**src/rtl/shift_right_seq_if.sv**
```systemverilog
`default_nettype none
// ============================================================================
//  Module   : shift_right_seq_if
//  Purpose  : Request/result bundle for the sequential right shifter.
//             master drives the operation request and observes status/results.
//             slave is the shifter side.
//  Signals  : en      - start request
//             Rd1     - operand to shift (WIDTH bits)
//             Rd2     - unsigned shift amount (CNTW bits)
//             arith   - 0 = zero fill, 1 = sign fill
//             busy    - operation in progress
//             done    - one-cycle completion pulse
//             result  - registered result of last completed operation
//             carry   - last bit shifted out of last completed operation
//  Revision : 1.0  initial release
// ============================================================================
interface shift_right_seq_if #(
    parameter int WIDTH = 4,
    parameter int CNTW  = 4
);
    logic             en;
    logic [WIDTH-1:0] Rd1;
    logic [CNTW-1:0]  Rd2;
    logic             arith;
    logic             busy;
    logic             done;
    logic [WIDTH-1:0] result;
    logic             carry;

    modport master (
        output en, Rd1, Rd2, arith,
        input  busy, done, result, carry
    );

    modport slave (
        input  en, Rd1, Rd2, arith,
        output busy, done, result, carry
    );
endinterface
`default_nettype wire

```
**src/rtl/shift_right_seq.sv**
```systemverilog
`default_nettype none
// ============================================================================
//  Module   : shift_right_seq
//  Purpose  : Multi-cycle right shifter, one bit per clock. An accepted
//             request shifts Rd1 right by min(Rd2, WIDTH) places with zero or
//             sign fill, then pulses done for one cycle with result/carry.
//  Ports    : clk  - clock, all state changes on rising edge
//             rst  - synchronous active-high reset
//             bus  - shift_right_seq_if slave modport (request + results)
//  Params   : WIDTH - data width (>= 2), CNTW - shift-amount width
//  Revision : 1.0  initial release
// ============================================================================
module shift_right_seq #(
    parameter int WIDTH = 4,
    parameter int CNTW  = 4
) (
    input  wire logic        clk,
    input  wire logic        rst,
    shift_right_seq_if.slave bus
);
    // Counter must be able to hold WIDTH itself (saturated shift amount).
    localparam int          CW      = $clog2(WIDTH + 1);
    localparam logic [31:0] C_WIDTH = WIDTH;

    typedef enum logic [1:0] {
        S_IDLE  = 2'd0,
        S_SHIFT = 2'd1,
        S_DONE  = 2'd2
    } state_t;

    state_t           state_q,  state_d;
    logic [WIDTH-1:0] sreg_q,   sreg_d;
    logic             mode_q,   mode_d;
    logic [CW-1:0]    cnt_q,    cnt_d;
    logic             cbit_q,   cbit_d;
    logic [WIDTH-1:0] result_q, result_d;
    logic             carry_q,  carry_d;

    logic [CNTW-1:0]  w_rd2;
    logic [CW-1:0]    w_k;
    logic             w_fill;
    logic [WIDTH-1:0] w_shifted;

    assign w_rd2 = bus.Rd2;

    // Saturate the requested shift amount at WIDTH.
    assign w_k = (32'(w_rd2) >= C_WIDTH) ? CW'(WIDTH) : CW'(w_rd2);

    // In arithmetic mode the MSB is never overwritten, so it still holds the
    // original sign bit and can be replicated directly.
    assign w_fill    = mode_q & sreg_q[WIDTH-1];
    assign w_shifted = {w_fill, sreg_q[WIDTH-1:1]};

    always_comb begin
        state_d  = state_q;
        sreg_d   = sreg_q;
        mode_d   = mode_q;
        cnt_d    = cnt_q;
        cbit_d   = cbit_q;
        result_d = result_q;
        carry_d  = carry_q;
        case (state_q)
            S_IDLE: begin
                if (bus.en) begin
                    sreg_d = bus.Rd1;
                    mode_d = bus.arith;
                    cnt_d  = w_k;
                    cbit_d = 1'b0;
                    if (w_k == '0) begin
                        // Zero-length shift completes immediately.
                        state_d  = S_DONE;
                        result_d = bus.Rd1;
                        carry_d  = 1'b0;
                    end else begin
                        state_d = S_SHIFT;
                    end
                end
            end
            S_SHIFT: begin
                sreg_d = w_shifted;
                cbit_d = sreg_q[0];
                cnt_d  = cnt_q - CW'(1);
                if (cnt_q == CW'(1)) begin
                    state_d  = S_DONE;
                    result_d = w_shifted;
                    carry_d  = sreg_q[0];
                end
            end
            S_DONE: begin
                state_d = S_IDLE;
            end
            default: begin
                state_d = S_IDLE;
            end
        endcase
    end

    always_ff @(posedge clk) begin
        if (rst) begin
            state_q  <= S_IDLE;
            sreg_q   <= '0;
            mode_q   <= 1'b0;
            cnt_q    <= '0;
            cbit_q   <= 1'b0;
            result_q <= '0;
            carry_q  <= 1'b0;
        end else begin
            state_q  <= state_d;
            sreg_q   <= sreg_d;
            mode_q   <= mode_d;
            cnt_q    <= cnt_d;
            cbit_q   <= cbit_d;
            result_q <= result_d;
            carry_q  <= carry_d;
        end
    end

    assign bus.busy   = (state_q != S_IDLE);
    assign bus.done   = (state_q == S_DONE);
    assign bus.result = result_q;
    assign bus.carry  = carry_q;
endmodule
`default_nettype wire

```
**src/flat_wrapper.sv**
```systemverilog
// flat-port wrapper written by rule: the top's interface ports become plain ports
module shift_right_seq_flat 
#(
    parameter int WIDTH = 4,
    parameter int CNTW  = 4
)
  (clk, rst, bus_en, bus_Rd1, bus_Rd2, bus_arith, bus_busy, bus_done, bus_result, bus_carry);
  shift_right_seq_if #(.WIDTH(WIDTH), .CNTW(CNTW)) bus_i ();
  input  wire logic clk;
  input  wire logic rst;
  input wire logic [$bits(bus_i.en)-1:0] bus_en;
  input wire logic [$bits(bus_i.Rd1)-1:0] bus_Rd1;
  input wire logic [$bits(bus_i.Rd2)-1:0] bus_Rd2;
  input wire logic [$bits(bus_i.arith)-1:0] bus_arith;
  output wire logic [$bits(bus_i.busy)-1:0] bus_busy;
  output wire logic [$bits(bus_i.done)-1:0] bus_done;
  output wire logic [$bits(bus_i.result)-1:0] bus_result;
  output wire logic [$bits(bus_i.carry)-1:0] bus_carry;
  assign bus_i.en = bus_en;
  assign bus_i.Rd1 = bus_Rd1;
  assign bus_i.Rd2 = bus_Rd2;
  assign bus_i.arith = bus_arith;
  assign bus_busy = bus_i.busy;
  assign bus_done = bus_i.done;
  assign bus_result = bus_i.result;
  assign bus_carry = bus_i.carry;
  shift_right_seq #(.WIDTH(WIDTH), .CNTW(CNTW)) u_core (.clk(clk), .rst(rst), .bus(bus_i));
endmodule
```
**config.mk**
```make
export PLATFORM = sky130hd
export DESIGN_NAME = shift_right_seq_flat
export DESIGN_NICKNAME = d
export VERILOG_FILES = /design/src/rtl/shift_right_seq_if.sv /design/src/rtl/shift_right_seq.sv /design/src/flat_wrapper.sv
export SDC_FILE = /design/constraint.sdc
export NUM_CORES = 1
export LEC_CHECK = 0
export ABC_AREA = 1
export BUFFER_PORTS_ARGS = -buffer_cell sky130_fd_sc_hd__buf_2
export CORE_MARGIN = 2
export CORE_UTILIZATION = 45
export CTS_CLUSTER_DIAMETER = 80
export DETAILED_ROUTE_END_ITERATION = 16
export GPL_TIMING_DRIVEN = 0
export PLACE_DENSITY_LB_ADDON = 0.1
export SYNTH_ARGS = -nofsm -noshare
export SYNTH_HDL_FRONTEND = slang
export SYNTH_SLANG_ARGS = --single-unit
```
**constraint.sdc**
```tcl
create_clock -name clk -period 1.25 [get_ports clk]
set_input_delay 0.0625 -clock clk [delete_from_list [all_inputs] [get_ports clk]]
set_output_delay 0.0625 -clock clk [all_outputs]
set_load 0.005 [all_outputs]
```
==> flow_summary.ini, run 1 <==
[status]
status = complete, no violations

[clock_tree]
cts.hold.buffers_added = 0
numCtsBuffers = 3
cts_tree = done
clk_pin_slew_ps = 100
clock_latency_ps = 280
h-tree-depth = 1
clkSinkCount = 15
cts_buffer_depth = 2
cts-root-buf = clkbuf_4

[critical_path]
cp-start-kind = flop
required_ps = 1420
slowest_delay_ps = 340
slowest_stage = dfxtp_2
crit_type = flop to flop
cp.arrival_ps = 1350
r2r_cells = 9
worstSetupEndpointType = flop
critPathMaxFanout = 4
path_common_cell = nor2_1
path_cells = inv_4, ha_4, inv_2, nor2_4, nor2_1, nor2_2, nand3_1, nand2_1, nor2_1

[route]
final_antenna_net_count = 0
vias = 786
drc = 0
routed_via_density = 4.651
drt-pass1-iter-count = 4
routed_wl_mm = 1.738
drt-wirelength-per-cell_um = 10.28
drt_iter0_drc = 18

[timing]
post-route-period-util_pct = 94.37
timing.final.ws_setup_ps = 70.41
period_minus_slack_ps = 1180
clock_skew_ps = 7.884
relSlewSlack_pct = 70.97
hold_viol = 0
slew_viol_final = 0
fmax_mhz = 847.7
worstMarginPinSlew_ps = 435.5
setup_viol = 0

[die]
row_count = 15
dieArea_um2 = 2172
chipHeight_um = 46.61
core_um2 = 1708
pin_count = 19
die_x_um = 46.61
start_util_pct = 47.84

[power]
vdd_drop_max_uv = 703.9
power.total_uw = 1275
powerDensity_nw_per_um2 = 1239
leakagePower_uw = 0.0005145

[global_route]
grt_pass1_vias = 634
met1_usage_pct = 24.53
met3_usage_pct = 3.529
antenna_found_initial = 0
grt.busiest_layer = met2
grtUsageTotal_pct = 17.78
grt_first_pass_wirelength_mm = 2.691
grtUsageMet2_pct = 27.22
grt_max_degree = 11
overflow = 0

[layout]
insertedDiodeCount = 0
nets = 159
drive_gt1_share_pct = 33.33
final_cell_area_um2 = 1028
area_growth_pct = 25.88
num-fill-cells = 171

[logic_synthesis]
synth_top_area_share_pct = 36.75
ys_async_sr_fraction_pct = 0
synth.most_common_cell = nand2_1
ys_top_cells_by_count = nand2_1, dfxtp_1, inv_1, nor2_1, nand3_1
yosys_most_used_dff = dfxtp_1
synth-edff-count = 0
syn-num-nets = 133
netlist_instances = 119
syn_area_per_cell_um2 = 6.866
syn_area_um2 = 817.0
synth.distinct_cells = 23
yosys_warnings = 0
synthTopCellsByArea = dfxtp_1, nand2_1, nand3_1
synth_top_area_cell = dfxtp_1
ys_ff_latch = 15
synth_seq_area_share_pct = 36.75

[min_path]
hp-class = primary input to flop
holdPathStages = 3

[flow_run]
max-cap-violations = 0

[placed_design]
port_buffers = 17
place.detailed.hpwl_mm = 1.269
place_ws_ps = -38.47
globalplace.congestion = 0.7909
placed_area_um2 = 933.4
==> cells in the final DEF, fill, tap and decap left out, types with 2 or more instances in the layout <==
cell and n:
nand2_1 23, buf_2 17, nor2_1 14, nand3_1 13, a21oi_1 6, dfxtp_1 12, inv_2 4, o21ai_1 3
clkbuf_4 3, inv_1 13, inv_4 2, o21ai_0 6, buf_6 3, nor2_2 4, dfxtp_4 2, buf_4 4
nand2_2 2
==> per-layer routing <==
metal	share of wire (%)	routed length, um	up-vias
met5	0	0	-
met4	0	0	0
met3	4.7	82	0
met2	46	807	17
met1	49	848	341
li1	-	-	428
==> critical path: cells and delay by family (launching register included) <==
kind	cells	cell delay, ps
simple gates	6	510
fa+ha+maj	1	130
buf+inv	2	100
flops	1	340
==> report_power, final <==
| part | internal [uW] | leakage (uW) | switching (uW) |
|---|---|---|---|
| clock | 119 | 0.0000177 | 158 |
| sequential | 540 | 0.000126 | 39.7 |
| combinational | 181 | 0.000371 | 237 |
==> final cells by class <==
type	instances	area (um2)	share of cell area (%)
multi-input cells	81	431.7	41.97
flip-flops and latches	15	309.0	30.05
repair buffers	21	115.1	11.19
inverters	19	76.32	7.421
plain buffers	4	37.54	3.650
well taps	25	31.28	3.041
clock buffers	3	22.52	2.190
clock inverters	1	5.005	0.4866
==> repair_timing <==
item | 4_1_cts | 5_1_grt
pin swaps | 4 | 9
buffers inserted | 2 | 2
gates cloned | 0 | 0
endpoints found under the setup margin | 4 | 5
gates resized for setup | 6 | 8
==> stage by stage <==
stage / instances / TNS, ps / hold WS, ps / utilization (%)
floorplan: 119 / 0 / 222.7 / -
global placement: 161 / -27.94 / 322.1 / 54.65
detailed placement: 161 / -94.09 / 338.9 / 54.65
CTS: 167 / 0 / 41.18 / 58.17
global route: 169 / -46.09 / 104.1 / 60.22
finish: 169 / 0 / 39.35 / 60.22
==> worst paths after layout <==
check / start / to / slack (ps)
setup / recovery: u_core.cnt_q[1] / u_core.bus.result[3] / 70
hold / removal: bus_arith / u_core.mode_q / 40
setup reg to reg: u_core.cnt_q[1] / u_core.bus.result[3] / 70
hold reg to reg: u_core.bus.carry / u_core.bus.carry / 480
==> cells by family (layout without fill, tap and decap cells) <==
| group | count (synthesis) | in the layout | synth area share [%] |
|---|---|---|---|
| adders and majority gates | 2 | 2 | 3.062 |
| AOI/OAI and AO/OA | 19 | 19 | 13.02 |
| buffers and inverters | 23 | 48 | 13.17 |
| DFF | 15 | 15 | 36.75 |
| and+or+nand+nor | 60 | 60 | 34.00 |
==> flip-flops by register name, indices dropped and copies added, names as in the netlist <==
name,count
u_core.mode_q,1
u_core.bus.carry,1
u_core.cnt_q,3
u_core.state_q,2
u_core.sreg_q,4
u_core.bus.result,4
No activity file was read; power rests on OpenSTA's default activity.
==> run 2, diff against run 1 <==
Settings changed: TNS_END_PERCENT set to 1.
Clock period 1.25 ns to 1 ns, I/O delays scaled along.
==> run 2 against run 1 <==
  * Maximum frequency is 2.4% higher
  * Core utilization is 1.4 points higher
  * The run now ends with negative setup slack left
  * Critical path depth stayed put
  * First-iteration DRC count is 17% lower
==> flow_summary.ini, run 2 (synthesized netlist as in run 1, its figures left out) <==
[status]
status = complete, but fails checks
violations = negative setup slack

[global_route]
grtUsageTotal_pct = 18.96
grt_pass1_vias = 704
grt_max_degree = 11
grt_first_pass_wirelength_mm = 2.932
antenna_found_initial = 0
overflow = 0

[timing]
relSlewSlack_pct = 70.55
rsz0062_at_grt = yes
setup_viol = 13
fmax_mhz = 867.9
clock_skew_ps = 5.455
setup_tns_ps = -1047
timing.final.ws_setup_ps = -152.2
slew_viol_final = 0
hold_viol = 0
period_minus_slack_ps = 1152
post-route-period-util_pct = 115.2
worstMarginPinSlew_ps = 441.8

[route]
drt-wirelength-per-cell_um = 10.61
vias = 816
routed_via_density = 4.800
final_antenna_net_count = 0
routed_wl_mm = 1.804
drt-pass1-iter-count = 4
drc = 0
drt_iter0_drc = 15

[critical_path]
cp.arrival_ps = 1310
required_ps = 1150
path_cells = inv_2, ha_4, inv_1, nor2_2, nor2_1, nor2_2, nand3_1, nand2_1, nor2_1
slowest_stage = dfxtp_1
crit_type = flop to flop
slowest_delay_ps = 320
cp_top_family = simple AND/OR/NAND/NOR gates
cp-start-kind = flop
r2r_slack_ps = -150
critPathMaxFanout = 4
worstSetupEndpointType = flop
critPathBufInv = 2

[placed_design]
place.detailed.hpwl_mm = 1.306
port_buffers = 17
place_ws_ps = -250.4
globalplace.congestion = 0.7831

[die]
core_um2 = 1708
die_x_um = 46.61
pin_count = 19
dieArea_um2 = 2172
chipHeight_um = 46.61
start_util_pct = 47.84
row_count = 15

[layout]
drive_gt1_share_pct = 35.86
layout_commonest_cell = nand2_1
nets = 160
insertedDiodeCount = 0
num-fill-cells = 177
final_cell_mix = nand2_1, buf_2, inv_1, nor2_1, nand3_1
area_growth_pct = 28.79

[clock_tree]
cts_buffer_depth = 2
clk_pin_slew_ps = 80
cts-root-buf = clkbuf_4
h-tree-depth = 1
cts_tree = done
clkSinkCount = 15
numCtsBuffers = 3
cts.hold.buffers_added = 0
clock_latency_ps = 280

[flow_run]
max-cap-violations = 0

[power]
vdd_drop_max_uv = 943.8
leakagePower_uw = 0.0005165
powerDensity_nw_per_um2 = 1539

[min_path]
hp-class = primary input to flop
-- run 2: changes by cell type in the layout (fill, tap and decap cells not counted), sizes merged --
cell,change
buf,+1
clkbuf,+1
clkinv,-1
-- run 2: tightest hold or removal path, stage by stage --
cell	delay (ps)
buf_2	70
o21ai_0	70
nor2_1	80
-- run 2: routing by layer --
metal / wire length [um] / global-route usage (%)
met4: 13 / 3.333
met3: 76 / 5.882
met1: 826 / 23.06
met5: 0 / 0
met2: 888 / 33.06
-- run 2: path summary, 6_finish.rpt --
check | from | end | depth (start not counted)
worst max register to register | u_core.cnt_q[1] | u_core.bus.result[3] | 9
worst min register to register | u_core.bus.carry | u_core.bus.carry | 2
worst min-delay path | bus_arith | u_core.mode_q | 3
worst max-delay path | u_core.cnt_q[1] | u_core.bus.result[3] | 9
-- run 2: final cells by class --
cell class / count / area (um2) / area share (%)
Buffer: 3 / 26.28 / 2.497
Clock buffer: 4 / 26.28 / 2.497
Inverter: 19 / 76.32 / 7.253
Multi-Input combinational cell: 81 / 449.2 / 42.69
Sequential cell: 15 / 311.5 / 29.61
Tap cell: 25 / 31.28 / 2.973
Timing Repair Buffer: 23 / 131.4 / 12.49
-- run 2: timing repair --
action | 4_1_cts | 5_1_grt
endpoints found under the setup margin | 17 | 17
setup buffers | 3 | 2
resized for setup | 10 | 13
pin swaps | 4 | 3
gates cloned | 1 | 0
-- run 2: power by group --
group | internal [uW] | leakage, uW | switching [uW]
registers | 676 | 0.000126 | 64.4
logic | 242 | 0.000376 | 305
clock network | 155 | 0.0000150 | 177
total | 1070 | 0.000516 | 547
-- run 2: per-stage QoR --
| stage | utilization, % | hold slack, ps | std cells | area (um2) | total power (uW) |
|---|---|---|---|---|---|
| after global placement | 54.65 | 310.7 | 161 | 933.4 | 1192 |
| final | 61.61 | 26.33 | 170 | 1052 | 1619 |
| after detailed placement | 54.65 | 314.5 | 161 | 933.4 | 1206 |
| after CTS | 59.05 | 21.12 | 168 | 1008 | 1584 |
| after floorplan | - | 210.2 | 119 | 817.0 | 1077 |
| after global routing | 61.61 | 45.30 | 170 | 1052 | 1738 |
==> run 3, diff against run 2 <==
Settings changed: CORE_UTILIZATION 45 to 46.
==> run 3 against run 2 <==
  * The flow still finishes with violations (negative setup slack)
  * Maximum frequency fell by 3.7%
  * Die area fell by 2.0%
  * Clock skew decreased by 1.9 ps
  * Via count is 3.2% higher
  * Sequential share of layout area decreased by 1.6 points
  * Worst hold slack worse by 26 ps
  * Final cell count is 3.5% lower
  * Sequential power is essentially flat
  * Largest power group unchanged
==> flow_summary.ini, run 3 (synthesized netlist as in run 1, its figures left out) <==
[status]
status = complete, but fails checks
violations = negative setup slack

[critical_path]
cp-start-kind = flop
path_cells = buf_8, o21a_1, buf_4, buf_4, o21ai_1, a21oi_1
worstSetupEndpointType = flop
crit_type = flop to flop
r2r_slack_ps = -200
r2r_cells = 6
r2r_end = u_core.sreg_q[1]
cp.arrival_ps = 1380
r2r-start = u_core.state_q[0]
cp_top_family = buffers and inverters
path_common_cell = buf_4
required_ps = 1190
slowest_delay_ps = 330
critPathMaxFanout = 8
critPathBufInv = 3
slowest_stage = dfxtp_2

[power]
power.total_uw = 1726
comb_power_share_pct = 36.6
switching_share_pct = 35.34
powerDensity_nw_per_um2 = 1559
p_switching_uw = 609.9
vdd_drop_max_uv = 975.2
p_clk_share_pct = 20.6
p_int_uw = 1116
leakagePower_uw = 0.0005394
p_seq_share_pct = 42.8

[clock_tree]
clock_latency_ps = 290
cts_tree = done
h-tree-depth = 1
cts-root-buf = clkbuf_4
numCtsBuffers = 3
cts_buffer_depth = 2
clkSinkCount = 15
clk_pin_slew_ps = 90

[route]
final_antenna_net_count = 0
drt-wirelength-per-cell_um = 11.90
drt-pass1-iter-count = 4
drc = 0
vias = 842
routed_wl_mm = 1.952
drt_iter0_drc = 13
routed_via_density = 5.134

[layout]
drive_gt1_share_pct = 42.18
post-route-util_pct = 65.56
final_cell_mix = nand2_1, buf_2, inv_1, nand3_1
insertedDiodeCount = 0
layout_commonest_cell = nand2_1
num-fill-cells = 151
area_growth_pct = 35.53
nets = 162

[die]
core_um2 = 1689
dieArea_um2 = 2129
chipHeight_um = 46.15
pin_count = 19
row_count = 15
start_util_pct = 48.37
die_x_um = 46.15

[global_route]
grtUsageTotal_pct = 18.91
grt_max_degree = 11
overflow = 0
grt_pass1_vias = 739
grt_first_pass_wirelength_mm = 2.877
antenna_found_initial = 0

[min_path]
min_to = u_core.mode_q
holdPathStages = 3
hp-class = primary input to flop
min_from = bus_arith

[placed_design]
port_buffers = 17
globalplace.congestion = 0.8410
place.detailed.hpwl_mm = 1.362
place_ws_ps = -257.2

[timing]
hold_viol = 0
timing.final.ws_setup_ps = -196.4
relSlewSlack_pct = 70.41
worstMarginPinSlew_ps = 443.8
post-route-period-util_pct = 119.6
slew_viol_final = 0
clock_skew_ps = 3.525
period_minus_slack_ps = 1196
fmax_mhz = 835.8
setup_viol = 14
rsz0062_at_grt = yes

[flow_run]
max-cap-violations = 0
==> run 3: cell count changes in the layout (fill, tap and decap cells not counted), moves of 2 or more <==
cell | previous run | this run
nor2_4 | 1 | 4
nor2_1 | 14 | 11
o21ai_2 | 3 | 5
buf_4 | 4 | 6
o21ai_0 | 2 | 0
dfxtp_2 | 0 | 2
buf_8 | 0 | 2
==> run 3: worst max-delay path by stage <==
stage,start,cells past startpoint,endpoint
final,u_core.state_q[0],6,u_core.sreg_q[1]
after global routing,u_core.state_q[1],8,u_core.bus.result[3]
after CTS,u_core.cnt_q[1],9,u_core.bus.result[0]
after detailed placement,u_core.cnt_q[1],9,u_core.bus.result[0]
after global placement,u_core.cnt_q[1],9,u_core.bus.result[0]
after floorplan,u_core.cnt_q[0],8,u_core.bus.result[0]
==> run 3: metal layers <==
metal	vias up	GRT usage, %	wire [um]
met5	-	0	0
met1	386	22.93	864
li1	431	-	-
met3	5	2.745	82
met4	0	10.29	34
met2	20	31.67	970
==> run 3: power by group through the flow <==
stage | Combinational (uW) | Clock (uW) | Sequential [uW]
final | 632 | 356 | 738
after global routing | 703 | 377 | 745
after CTS | 545 | 353 | 730
after detailed placement | 477 | 0 | 729
after global placement | 467 | 0 | 725
after floorplan | 353 | 0 | 724
==> run 3: worst register-to-register path, cell delays in order, from the launching register on <==
cell,delay (ps)
dfxtp_2,330
buf_8,130
o21a_1,190
buf_4,140
buf_4,140
o21ai_1,110
a21oi_1,50
==> run 3: area by class of cell <==
class / count / area [um2] / area share [%]
sequential: 15 / 310.3 / 28.02
buffer: 4 / 45.04 / 4.068
inverter: 19 / 76.32 / 6.893
timing repair buffer: 24 / 141.4 / 12.77
tap: 17 / 21.27 / 1.921
clock buffer: 4 / 26.28 / 2.373
multi-input combinational: 81 / 486.7 / 43.95
==> run 3: timing repair <==
| item | in CTS | in global routing |
|---|---|---|
| buffers inserted | 3 | 3 |
| cloned | 0 | 1 |
| hold buffers | 0 | 0 |
| setup endpoints to repair | 17 | 17 |
| pin swaps | 4 | 10 |
| gates resized for setup | 24 | 16 |
==> run 3: stage by stage <==
| step | cells | setup TNS, ps | area [um2] | hold WS, ps |
|---|---|---|---|---|
| after floorplan | 119 | -742.6 | 817.0 | 210.2 |
| after global placement | 153 | -1933 | 923.4 | 314.9 |
| after detailed placement | 153 | -2059 | 923.4 | 321.6 |
| after CTS | 160 | -1542 | 1027 | 22.53 |
| after global routing | 164 | -2801 | 1107 | 28.96 |
| final | 164 | -1868 | 1107 | 0.2067 |
